[config.mk]
export PLATFORM = sky130hd
export DESIGN_NAME = gate_function_identifier
export DESIGN_NICKNAME = d
export VERILOG_FILES = /design/src/rtl/gate_pkg.sv /design/src/rtl/gate_tt_classifier.sv /design/src/rtl/gate_function_identifier.sv
export SDC_FILE = /design/constraint.sdc
export NUM_CORES = 1
export LEC_CHECK = 0
export CORE_MARGIN = 2
export CORE_UTILIZATION = 53
export CTS_BUF_LIST = sky130_fd_sc_hd__clkbuf_8
export CTS_CLUSTER_DIAMETER = 80
export DETAILED_ROUTE_END_ITERATION = 6
export DONT_BUFFER_PORTS = 1
export GPL_TIMING_DRIVEN = 0
export PLACE_DENSITY = 0.69
export SYNTH_ARGS = -nofsm -noshare
export SYNTH_HDL_FRONTEND = slang
export SYNTH_SLANG_ARGS = --single-unit
[constraint.sdc]
create_clock -name clk -period 2.2 [get_ports clk]
set_clock_uncertainty 0.05 [all_clocks]
set_input_delay 0.22 -clock clk [delete_from_list [all_inputs] [get_ports clk]]
set_output_delay 0.22 -clock clk [all_outputs]
set_load 0.05 [all_outputs]
[src/rtl/gate_pkg.sv]
// Shared definitions for the two-input gate bank: gate identifiers,
// reference truth tables (bit k = output for {a,b}=k) and the sweep FSM states.
package gate_pkg;

   localparam logic [2:0] GATE_AND     = 3'd0;
   localparam logic [2:0] GATE_OR      = 3'd1;
   localparam logic [2:0] GATE_NAND    = 3'd2;
   localparam logic [2:0] GATE_NOTB    = 3'd3;
   localparam logic [2:0] GATE_NOR     = 3'd4;
   localparam logic [2:0] GATE_XOR     = 3'd5;
   localparam logic [2:0] GATE_XNOR    = 3'd6;
   localparam logic [2:0] GATE_UNKNOWN = 3'd7;

   localparam logic [3:0] TT_AND  = 4'b1000;
   localparam logic [3:0] TT_OR   = 4'b1110;
   localparam logic [3:0] TT_NAND = 4'b0111;
   localparam logic [3:0] TT_NOTB = 4'b0101;
   localparam logic [3:0] TT_NOR  = 4'b0001;
   localparam logic [3:0] TT_XOR  = 4'b0110;
   localparam logic [3:0] TT_XNOR = 4'b1001;

   typedef enum logic [2:0] {
      ST_IDLE,
      ST_DRIVE,
      ST_SETTLE,
      ST_SAMPLE,
      ST_CLASSIFY,
      ST_DONE
   } state_t;

endpackage

[src/rtl/gate_tt_classifier.sv]
// Maps a 4-entry truth table of a two-input gate to its gate identifier.
// Purely combinational so any gate-bank checker can reuse it.
module gate_tt_classifier
   import gate_pkg::*;
(
   input  logic [3:0] i_truth_tbl,
   output logic [2:0] o_gate_id,
   output logic       o_valid_gate
);

   // NOTE: every output gets a default before the case so no latch is inferred.
   always_comb begin
      o_gate_id = GATE_UNKNOWN;
      case (i_truth_tbl)
         TT_AND:  o_gate_id = GATE_AND;
         TT_OR:   o_gate_id = GATE_OR;
         TT_NAND: o_gate_id = GATE_NAND;
         TT_NOTB: o_gate_id = GATE_NOTB;
         TT_NOR:  o_gate_id = GATE_NOR;
         TT_XOR:  o_gate_id = GATE_XOR;
         TT_XNOR: o_gate_id = GATE_XNOR;
         default: o_gate_id = GATE_UNKNOWN;
      endcase
   end

   assign o_valid_gate = (o_gate_id != GATE_UNKNOWN);

endmodule

[src/rtl/gate_function_identifier.sv]
// Sweeps {a,b} through 00,01,10,11 into an external gate, samples its response
// after a settle window and classifies the resulting truth table.
module gate_function_identifier
   import gate_pkg::*;
#(
   parameter int unsigned SETTLE_CYCLES = 2
) (
   input  logic       clk,
   input  logic       rst_n,
   input  logic       start,
   input  logic       abort,
   input  logic       resp,
   output logic       drive_a,
   output logic       drive_b,
   output logic       busy,
   output logic       done,
   output logic [3:0] truth_tbl,
   output logic [2:0] gate_id,
   output logic       valid_gate
);

   localparam int unsigned CNT_W =
      ($clog2(SETTLE_CYCLES + 1) > 1) ? $clog2(SETTLE_CYCLES + 1) : 1;
   // SETTLE lasts SETTLE_CYCLES-1 cycles; counter runs 0..SETTLE_CYCLES-2.
   localparam int unsigned SETTLE_LAST = (SETTLE_CYCLES >= 2) ? SETTLE_CYCLES - 2 : 0;

   state_t           r_state;
   state_t           w_state_nxt;
   logic [1:0]       r_idx;
   logic [1:0]       w_idx_nxt;
   logic [CNT_W-1:0] r_cnt;
   logic [CNT_W-1:0] w_cnt_nxt;
   logic [3:0]       r_shadow;
   logic             w_sample;
   logic             w_load;
   logic             r_drive_a;
   logic             r_drive_b;
   logic             r_busy;
   logic             r_done;
   logic [3:0]       r_truth_tbl;
   logic [2:0]       r_gate_id;
   logic             r_valid_gate;
   logic [2:0]       w_gate_id;
   logic             w_valid_gate;
   logic             w_active_nxt;

   gate_tt_classifier u_classifier (
      .i_truth_tbl  (r_shadow),
      .o_gate_id    (w_gate_id),
      .o_valid_gate (w_valid_gate)
   );

   always_comb begin
      w_state_nxt = r_state;
      w_idx_nxt   = r_idx;
      w_cnt_nxt   = r_cnt;
      w_sample    = 1'b0;
      w_load      = 1'b0;
      case (r_state)
         ST_IDLE: begin
            if (start && !abort) begin
               w_state_nxt = ST_DRIVE;
               w_idx_nxt   = 2'd0;
            end
         end
         ST_DRIVE: begin
            w_cnt_nxt = '0;
            if (SETTLE_CYCLES == 0) begin
               // Zero settle: the drive cycle itself is the sample window.
               w_sample = 1'b1;
               if (r_idx == 2'd3) begin
                  w_state_nxt = ST_CLASSIFY;
               end else begin
                  w_state_nxt = ST_DRIVE;
                  w_idx_nxt   = r_idx + 2'd1;
               end
            end else if (SETTLE_CYCLES == 1) begin
               w_state_nxt = ST_SAMPLE;
            end else begin
               w_state_nxt = ST_SETTLE;
            end
         end
         ST_SETTLE: begin
            if (r_cnt == CNT_W'(SETTLE_LAST)) begin
               w_state_nxt = ST_SAMPLE;
            end else begin
               w_cnt_nxt = r_cnt + 1'b1;
            end
         end
         ST_SAMPLE: begin
            w_sample = 1'b1;
            if (r_idx == 2'd3) begin
               w_state_nxt = ST_CLASSIFY;
            end else begin
               w_state_nxt = ST_DRIVE;
               w_idx_nxt   = r_idx + 2'd1;
            end
         end
         ST_CLASSIFY: begin
            w_load      = 1'b1;
            w_state_nxt = ST_DONE;
         end
         ST_DONE: begin
            w_state_nxt = ST_IDLE;
         end
         default: begin
            w_state_nxt = ST_IDLE;
         end
      endcase

      // Abort overrides everything and leaves the published results untouched.
      if (abort && (r_state != ST_IDLE)) begin
         w_state_nxt = ST_IDLE;
         w_sample    = 1'b0;
         w_load      = 1'b0;
      end
   end

   assign w_active_nxt = (w_state_nxt == ST_DRIVE) || (w_state_nxt == ST_SETTLE) ||
                         (w_state_nxt == ST_SAMPLE);

   // NOTE: state is updated with non-blocking assignments so every register
   // sees the pre-edge values of the others.
   always_ff @(posedge clk or negedge rst_n) begin
      if (!rst_n) begin
         r_state      <= ST_IDLE;
         r_idx        <= 2'd0;
         r_cnt        <= '0;
         r_shadow     <= 4'b0000;
         r_drive_a    <= 1'b0;
         r_drive_b    <= 1'b0;
         r_busy       <= 1'b0;
         r_done       <= 1'b0;
         r_truth_tbl  <= 4'b0000;
         r_gate_id    <= GATE_UNKNOWN;
         r_valid_gate <= 1'b0;
      end else begin
         r_state <= w_state_nxt;
         r_idx   <= w_idx_nxt;
         r_cnt   <= w_cnt_nxt;
         if (w_sample) begin
            r_shadow[r_idx] <= resp;
         end
         // Drives take the new combo on the edge entering DRIVE so the gate
         // has the whole window to settle before the sampling edge.
         if (w_active_nxt) begin
            {r_drive_a, r_drive_b} <= w_idx_nxt;
         end else begin
            {r_drive_a, r_drive_b} <= 2'b00;
         end
         r_busy <= w_active_nxt || (w_state_nxt == ST_CLASSIFY);
         r_done <= (w_state_nxt == ST_DONE);
         if (w_load) begin
            r_truth_tbl  <= r_shadow;
            r_gate_id    <= w_gate_id;
            r_valid_gate <= w_valid_gate;
         end
      end
   end

   assign drive_a    = r_drive_a;
   assign drive_b    = r_drive_b;
   assign busy       = r_busy;
   assign done       = r_done;
   assign truth_tbl  = r_truth_tbl;
   assign gate_id    = r_gate_id;
   assign valid_gate = r_valid_gate;

endmodule

==> flow_summary.ini, run 1 <==
[setup_path]
worst_setup_path_end_kind = register
number_of_cells_traversed_by_the_worst_register_to_register_path = 4
number_of_buffer_and_inverter_stages_on_the_critical_path = 1
critical_path_sink = drive_b
cp_max_fo = 10
rr_endpoint = drive_b
setup.worst_path.class = register to register
regToRegStartpoint = r_state[2]
cp_data_arrival_time_ns = 1.75
timing.critical_path.depth = 4
cpMaxStageDelayCell = or4b_4
worst-r2r-setup-slack_ns = 0.54
setup.worst_path.start = r_state[2]
cp_cell_instances = buf_6, or4b_4, a221oi_2, nor3b_1
worst-endpoint-required_ns = 2.29
timing.critical_path.max_delay_family = simple AND/OR/NAND/NOR gates
cpPeakStageDelay_ns = 0.56
cp-start-kind = register

[final_layout]
post_route_cells_drive_above_1_share_pct = 16.0
layout.cells.non_filler = 146
postLayoutCoreUtil_pct = 62.3
nNetsFinal = 126
antenna_cells_inserted = 0
growth_of_design_area_from_synthesis_to_finish_pct = 8.82

[sta]
final_max_slew_viol_count = 0
maxSlewHeadroom_pct = 33.8
setup_violations = 0
clock.fmax_ghz = 0.602
worst_slew_pin_slew_ns = 0.990
fin_crit_sh_pct = 75.5
period_minus_slack_ns = 1.66
postLayoutSetupSlackWorst_ns = 0.540
setup-tns-final_ns = 0
finalHoldViolations = 0
grt_setup_unrepaired = false

[synthesis]
syn-cell-area_um2 = 1130
synth.top_cell.area_share_pct = 44.1
synthArstFlopShare_pct = 100
postSynthAreaPerCell_um2 = 10.0
most_frequent_cells_after_synthesis = dfrtp_1 (20), nand2_1 (20), nor2_1 (6)
synth-edff-count = 0
syn-num-nets = 119
ys_seq_elements = 23
postSynthCellCount = 113
synth.yosys.seq_area_share_pct = 51.0
synth-main-ff-cell = dfrtp_1
synth.distinct_cells = 40
synth.largest_area_cell = dfrtp_1
ys_warn_count = 0
post_synth_main_area_contributors = dfrtp_1 (44%), dfstp_2 (6.9%), nand2_1 (6.6%), mux2_2 (4.0%), or4b_4 (2.4%)

[cts]
cts.htree.levels = 1
tritoncts.num_buffers = 3
cts_tree = done
ctsRootBufferMaster = clkbuf_8
clk-insertion-delay-late_ns = 0.26
clock_sinks = 23
clock_tree.buffer_depth = 2
path_clk_slew_ns = 0.08

[detailed_routing]
vias_per_cell = 5.66
vias = 826
drt_drc = 0
detail_route.iter0.violations = 13
routedWlPerCell_um = 14.3
totalWireLength_um = 2090
drt.antenna.violating_nets = 0
router_iterations_before_antenna_repair = 4

[place]
pre_cts_slack_ns = 0.570
place.detailed.hpwl_um = 1460
placement.io_buffers = 0
dp.cells = 140
finalWeightedCongestion = 0.741

[pwr]
power_leakage_uw = 0.000560
vdd_ir_drop_max_uv = 461
sw_frac_of_total_pct = 35.8
power_switching_uw = 405
clockPowerShare_pct = 23.2
internal-power_uw = 727
p_comb_share_pct = 25.9
power_frac_seq_pct = 50.9
power-per-cell-area_nw_per_um2 = 917

[floorplan]
rows = 16
chipWidth_um = 50.3
boundaryPins = 17
core_region_area_um2 = 1980
die_y_um = 50.3
die-area_um2 = 2530
start_util_pct = 57.3

[grt]
grt_start_max_net_pins = 24
first_global_vias = 819
total_grt_overflow = 0
antenna_found_initial = 0
grt_first_pass_wirelength_um = 3590
globalRouteTotalUtil_pct = 19.2

[status]
status = complete, no violations

[hold_path]
hp-class = input port to register

[job]
max_cap_violations = 0
## flip-flops by register name, indices dropped and copies added (netlist names)
signal	count
r_state	3
truth_tbl	4
done	1
drive_b	1
drive_a	1
valid_gate	1
r_cnt	2
busy	1
r_shadow	4
r_idx	2
gate_id	3
## per-layer routing
layer / share of wire, % / global-route usage [%] / wire length, um / up-vias
li1: - / - / - / 406
met1: 48 / 25.5 / 1010 / 398
met2: 47 / 29.2 / 984 / 20
met3: 3.3 / 4.17 / 68 / 2
met4: 1.1 / 10.2 / 23 / 0
met5: 0 / 0 / 0 / -
## worst register-to-register path, stage by stage (launching register included)
cell and delay (ns):
dfrtp_1 0.39, buf_6 0.14, or4b_4 0.56, a221oi_2 0.30
nor3b_1 0.10
## worst min path at each step
stage	from	to	slack [ns]	cells after the start
floorplan	rst_n	busy	-0.13	0
global placement	rst_n	busy	-0.13	0
detailed placement	rst_n	busy	-0.13	0
CTS	resp	r_shadow[3]	0.04	1
global route	resp	r_shadow[3]	0.04	1
finish	resp	r_shadow[3]	0.05	1
## per-stage QoR
| step | total power, uW | cell area [um2] | hold slack, ns |
|---|---|---|---|
| floorplan | 805 | 1130 | -0.126 |
| global placement | 850 | 1170 | -0.125 |
| detailed placement | 864 | 1170 | -0.125 |
| CTS | 1140 | 1230 | 0.0449 |
| global route | 1200 | 1230 | 0.0379 |
| finish | 1130 | 1230 | 0.0467 |
## power groups by stage
stage,clock network [uW],registers (uW),logic (uW)
finish,263,576,293
detailed placement,0,584,280
global placement,0,580,269
CTS,267,576,294
floorplan,0,573,232
global route,287,584,332
## cell families (layout without fill, tap and decap cells)
logic type                 after synthesis  after routing  share of synthesized area, %
and+or+nand+nor                         47             47                          21.5
DFF                                     23             23                          51.0
AOI/OAI and AO/OA                       21             21                          14.2
buffers and inverters                   14             20                          5.84
muxes                                    4              4                          3.97
xor gates and xnor gates                 3              3                          2.32
adders and majority gates                1              1                          1.10
## cell usage in the layout (no fill, tap or decap), types with 2 or more instances in the layout
cell type       n
a22o_1          2
a31oi_1         2
buf_2           2
clkbuf_1        4
clkbuf_8        3
dfrtp_1        20
dfstp_2         3
dlygate4sd3_1   2
inv_1           5
mux2_2          4
nand2_1        20
nand3_1         4
nor2_1          6
nor2b_1         3
nor3_1          5
o21ai_0         4
o2bb2ai_1       2
or4b_4          2
xnor2_1         2
## layout make-up
class,count,area (um2)
Fill cell,169,747
Sequential cell,23,579
Multi-Input combinational cell,76,489
Buffer,8,43.8
Clock buffer,3,41.3
Tap cell,27,33.8
Inverter,6,22.5
Timing Repair Buffer,2,20.0
Clock inverter,1,5.00
## timing repair
item,4_1_cts,5_1_grt
endpoints found under the setup margin,0,0
endpoints found under the hold margin,27,0
buffers inserted,0,0
hold buffers,2,0
resized for setup,0,0
No activity file was read; power rests on OpenSTA's default activity.
==> run 2: changes to the inputs <==
==> constraint.sdc (replaced) <==
create_clock -name clk -period 1.53 [get_ports clk]
set_clock_uncertainty 0.05 [all_clocks]
set_input_delay 0.153 -clock clk [delete_from_list [all_inputs] [get_ports clk]]
set_output_delay 0.153 -clock clk [all_outputs]
set_load 0.05 [all_outputs]
==> flow_summary.ini, run 2 (synthesized netlist as in run 1, its figures left out) <==
[final_layout]
multi_input_comb_area_um2 = 522
post_route_cells_drive_above_1_share_pct = 24.6
seq_area_um2 = 579
mostFrequentLayoutCells = dfrtp_1 (20), nand2_1 (18), nor2_1 (6)
layout_commonest_cell = dfrtp_1
postLayoutCoreUtil_pct = 67.0
antenna_cells_inserted = 0
fillers = 160
layout.cells.non_filler = 153
growth_of_design_area_from_synthesis_to_finish_pct = 17.0
post-route-cell-area_um2 = 1330
nNetsFinal = 133

[cts]
tritoncts.num_buffers = 3
clock_tree.buffer_depth = 2
cts_tree = done
cts.htree.levels = 1
clk-insertion-delay-late_ns = 0.26
path_clk_slew_ns = 0.08
ctsRootBufferMaster = clkbuf_8
clock_sinks = 23

[sta]
period_minus_slack_ns = 1.57
setup-tns-final_ns = -0.0977
worst_slew_pin_slew_ns = 0.981
finalHoldViolations = 0
finalHoldWorstSlack_ns = 0.0777
setup_violations = 4
fin_crit_sh_pct = 102
postLayoutSetupSlackWorst_ns = -0.0378
clock.fmax_ghz = 0.638
grt_setup_unrepaired = true
maxSlewHeadroom_pct = 34.4
final_max_slew_viol_count = 0

[floorplan]
start_util_pct = 57.3
die-area_um2 = 2530
core_region_area_um2 = 1980
chipWidth_um = 50.3
boundaryPins = 17
die_y_um = 50.3
rows = 16

[pwr]
power_leakage_uw = 0.000596
power_frac_seq_pct = 49.9
power-per-cell-area_nw_per_um2 = 1260
sw_frac_of_total_pct = 36.4
clockPowerShare_pct = 22.4
vdd_ir_drop_max_uv = 675
p_comb_share_pct = 27.7
internal-power_uw = 1070
power_switching_uw = 609

[setup_path]
cp_data_arrival_time_ns = 1.66
cp_max_fo = 3
worst-endpoint-required_ns = 1.63
cp-start-kind = register
cpMaxStageDelayCell = or4b_4
worst_setup_path_end_kind = register
cp_cell_instances = buf_6, or4b_4, a221oi_4, nor3b_2
setup.worst_path.class = register to register
cpPeakStageDelay_ns = 0.52

[grt]
first_global_vias = 835
grt_start_max_net_pins = 24
antenna_found_initial = 0
grt_first_pass_wirelength_um = 3760
total_grt_overflow = 0
globalRouteTotalUtil_pct = 20.1

[job]
max_cap_violations = 0

[status]
violated_checks = setup timing
status = complete, but fails checks

[detailed_routing]
drt.antenna.violating_nets = 0
routedWlPerCell_um = 14.3
vias = 855
vias_per_cell = 5.59
totalWireLength_um = 2190
router_iterations_before_antenna_repair = 4
drt_drc = 0
detail_route.iter0.violations = 9

[place]
finalWeightedCongestion = 0.741
placement.io_buffers = 0
place.detailed.hpwl_um = 1460
post_dp_cell_area_um2 = 1170
dp.cells = 140

[hold_path]
hp-class = input port to register
-- run 2: changes by cell type in the layout (fill, tap and decap cells not counted), moves of 2 or more --
cell	before	now
nand2_1	20	18
buf_4	1	5
o21ai_1	0	2
nand2_2	0	2
o21ai_0	4	2
-- run 2: per-stage QoR --
| step | power (uW) | setup WS (ns) |
|---|---|---|
| 6_report | 1680 | -0.0378 |
| 5_1_grt | 1770 | -0.0832 |
| 4_1_cts | 1660 | -0.0531 |
| 3_5_place_dp | 1240 | -0.100 |
| 3_3_place_gp | 1220 | -0.108 |
| 2_1_floorplan | 1160 | 0.0167 |
-- run 2: power groups by stage --
| stage | sequential [uW] | combinational, uW | clock, uW |
|---|---|---|---|
| 3_5_place_dp | 840 | 402 | 0 |
| 3_3_place_gp | 835 | 388 | 0 |
| 5_1_grt | 845 | 518 | 407 |
| 2_1_floorplan | 824 | 334 | 0 |
| 6_report | 835 | 464 | 375 |
| 4_1_cts | 831 | 439 | 384 |
-- run 2: repair_timing --
| action | 4_1_cts | 5_1_grt |
|---|---|---|
| resized for setup | 1 | 10 |
| gates cloned | 0 | 1 |
| endpoints found under the setup margin | 2 | 11 |
| pin swaps | 2 | 5 |
| hold endpoints to repair | 31 | 4 |
| buffers inserted | 3 | 2 |
| hold buffers | 2 | 1 |
-- run 2: cell type report --
cell class | instances | area share (%)
multi-input combinational | 76 | 39.3
buffer | 8 | 3.58
clock inverter | 1 | 0.377
sequential | 23 | 43.6
timing repair buffer | 9 | 5.47
clock buffer | 3 | 3.11
inverter | 6 | 1.98
tap | 27 | 2.54
-- run 2: worst paths after layout --
kind                            cells past startpoint  startpoint  slack [ns]           end
worst min-delay path                                2       start        0.08          busy
min in group asynchronous                           1       rst_n        0.44  truth_tbl[0]
worst max register to register                      4  r_state[2]       -0.04       drive_b
max in group asynchronous                           1       rst_n        0.39      r_idx[1]
worst max-delay path                                4  r_state[2]       -0.04       drive_b
worst min register to register                      1    r_cnt[1]        0.49      r_cnt[1]
-- run 2: per-layer routing --
layer / vias to the layer above / track usage (%) / routed length, um
met5: - / 0 / 0
li1: 419 / - / -
met4: 0 / 8.33 / 23
met1: 418 / 26.6 / 1030
met2: 16 / 32.0 / 1070
met3: 2 / 3.87 / 67
-- run 2: critical path: cells and delay by family (launching register included) --
kind,cells,cell delay [ns]
compound gates,1,0.29
simple gates,2,0.60
buf+inv,1,0.12
flops,1,0.39
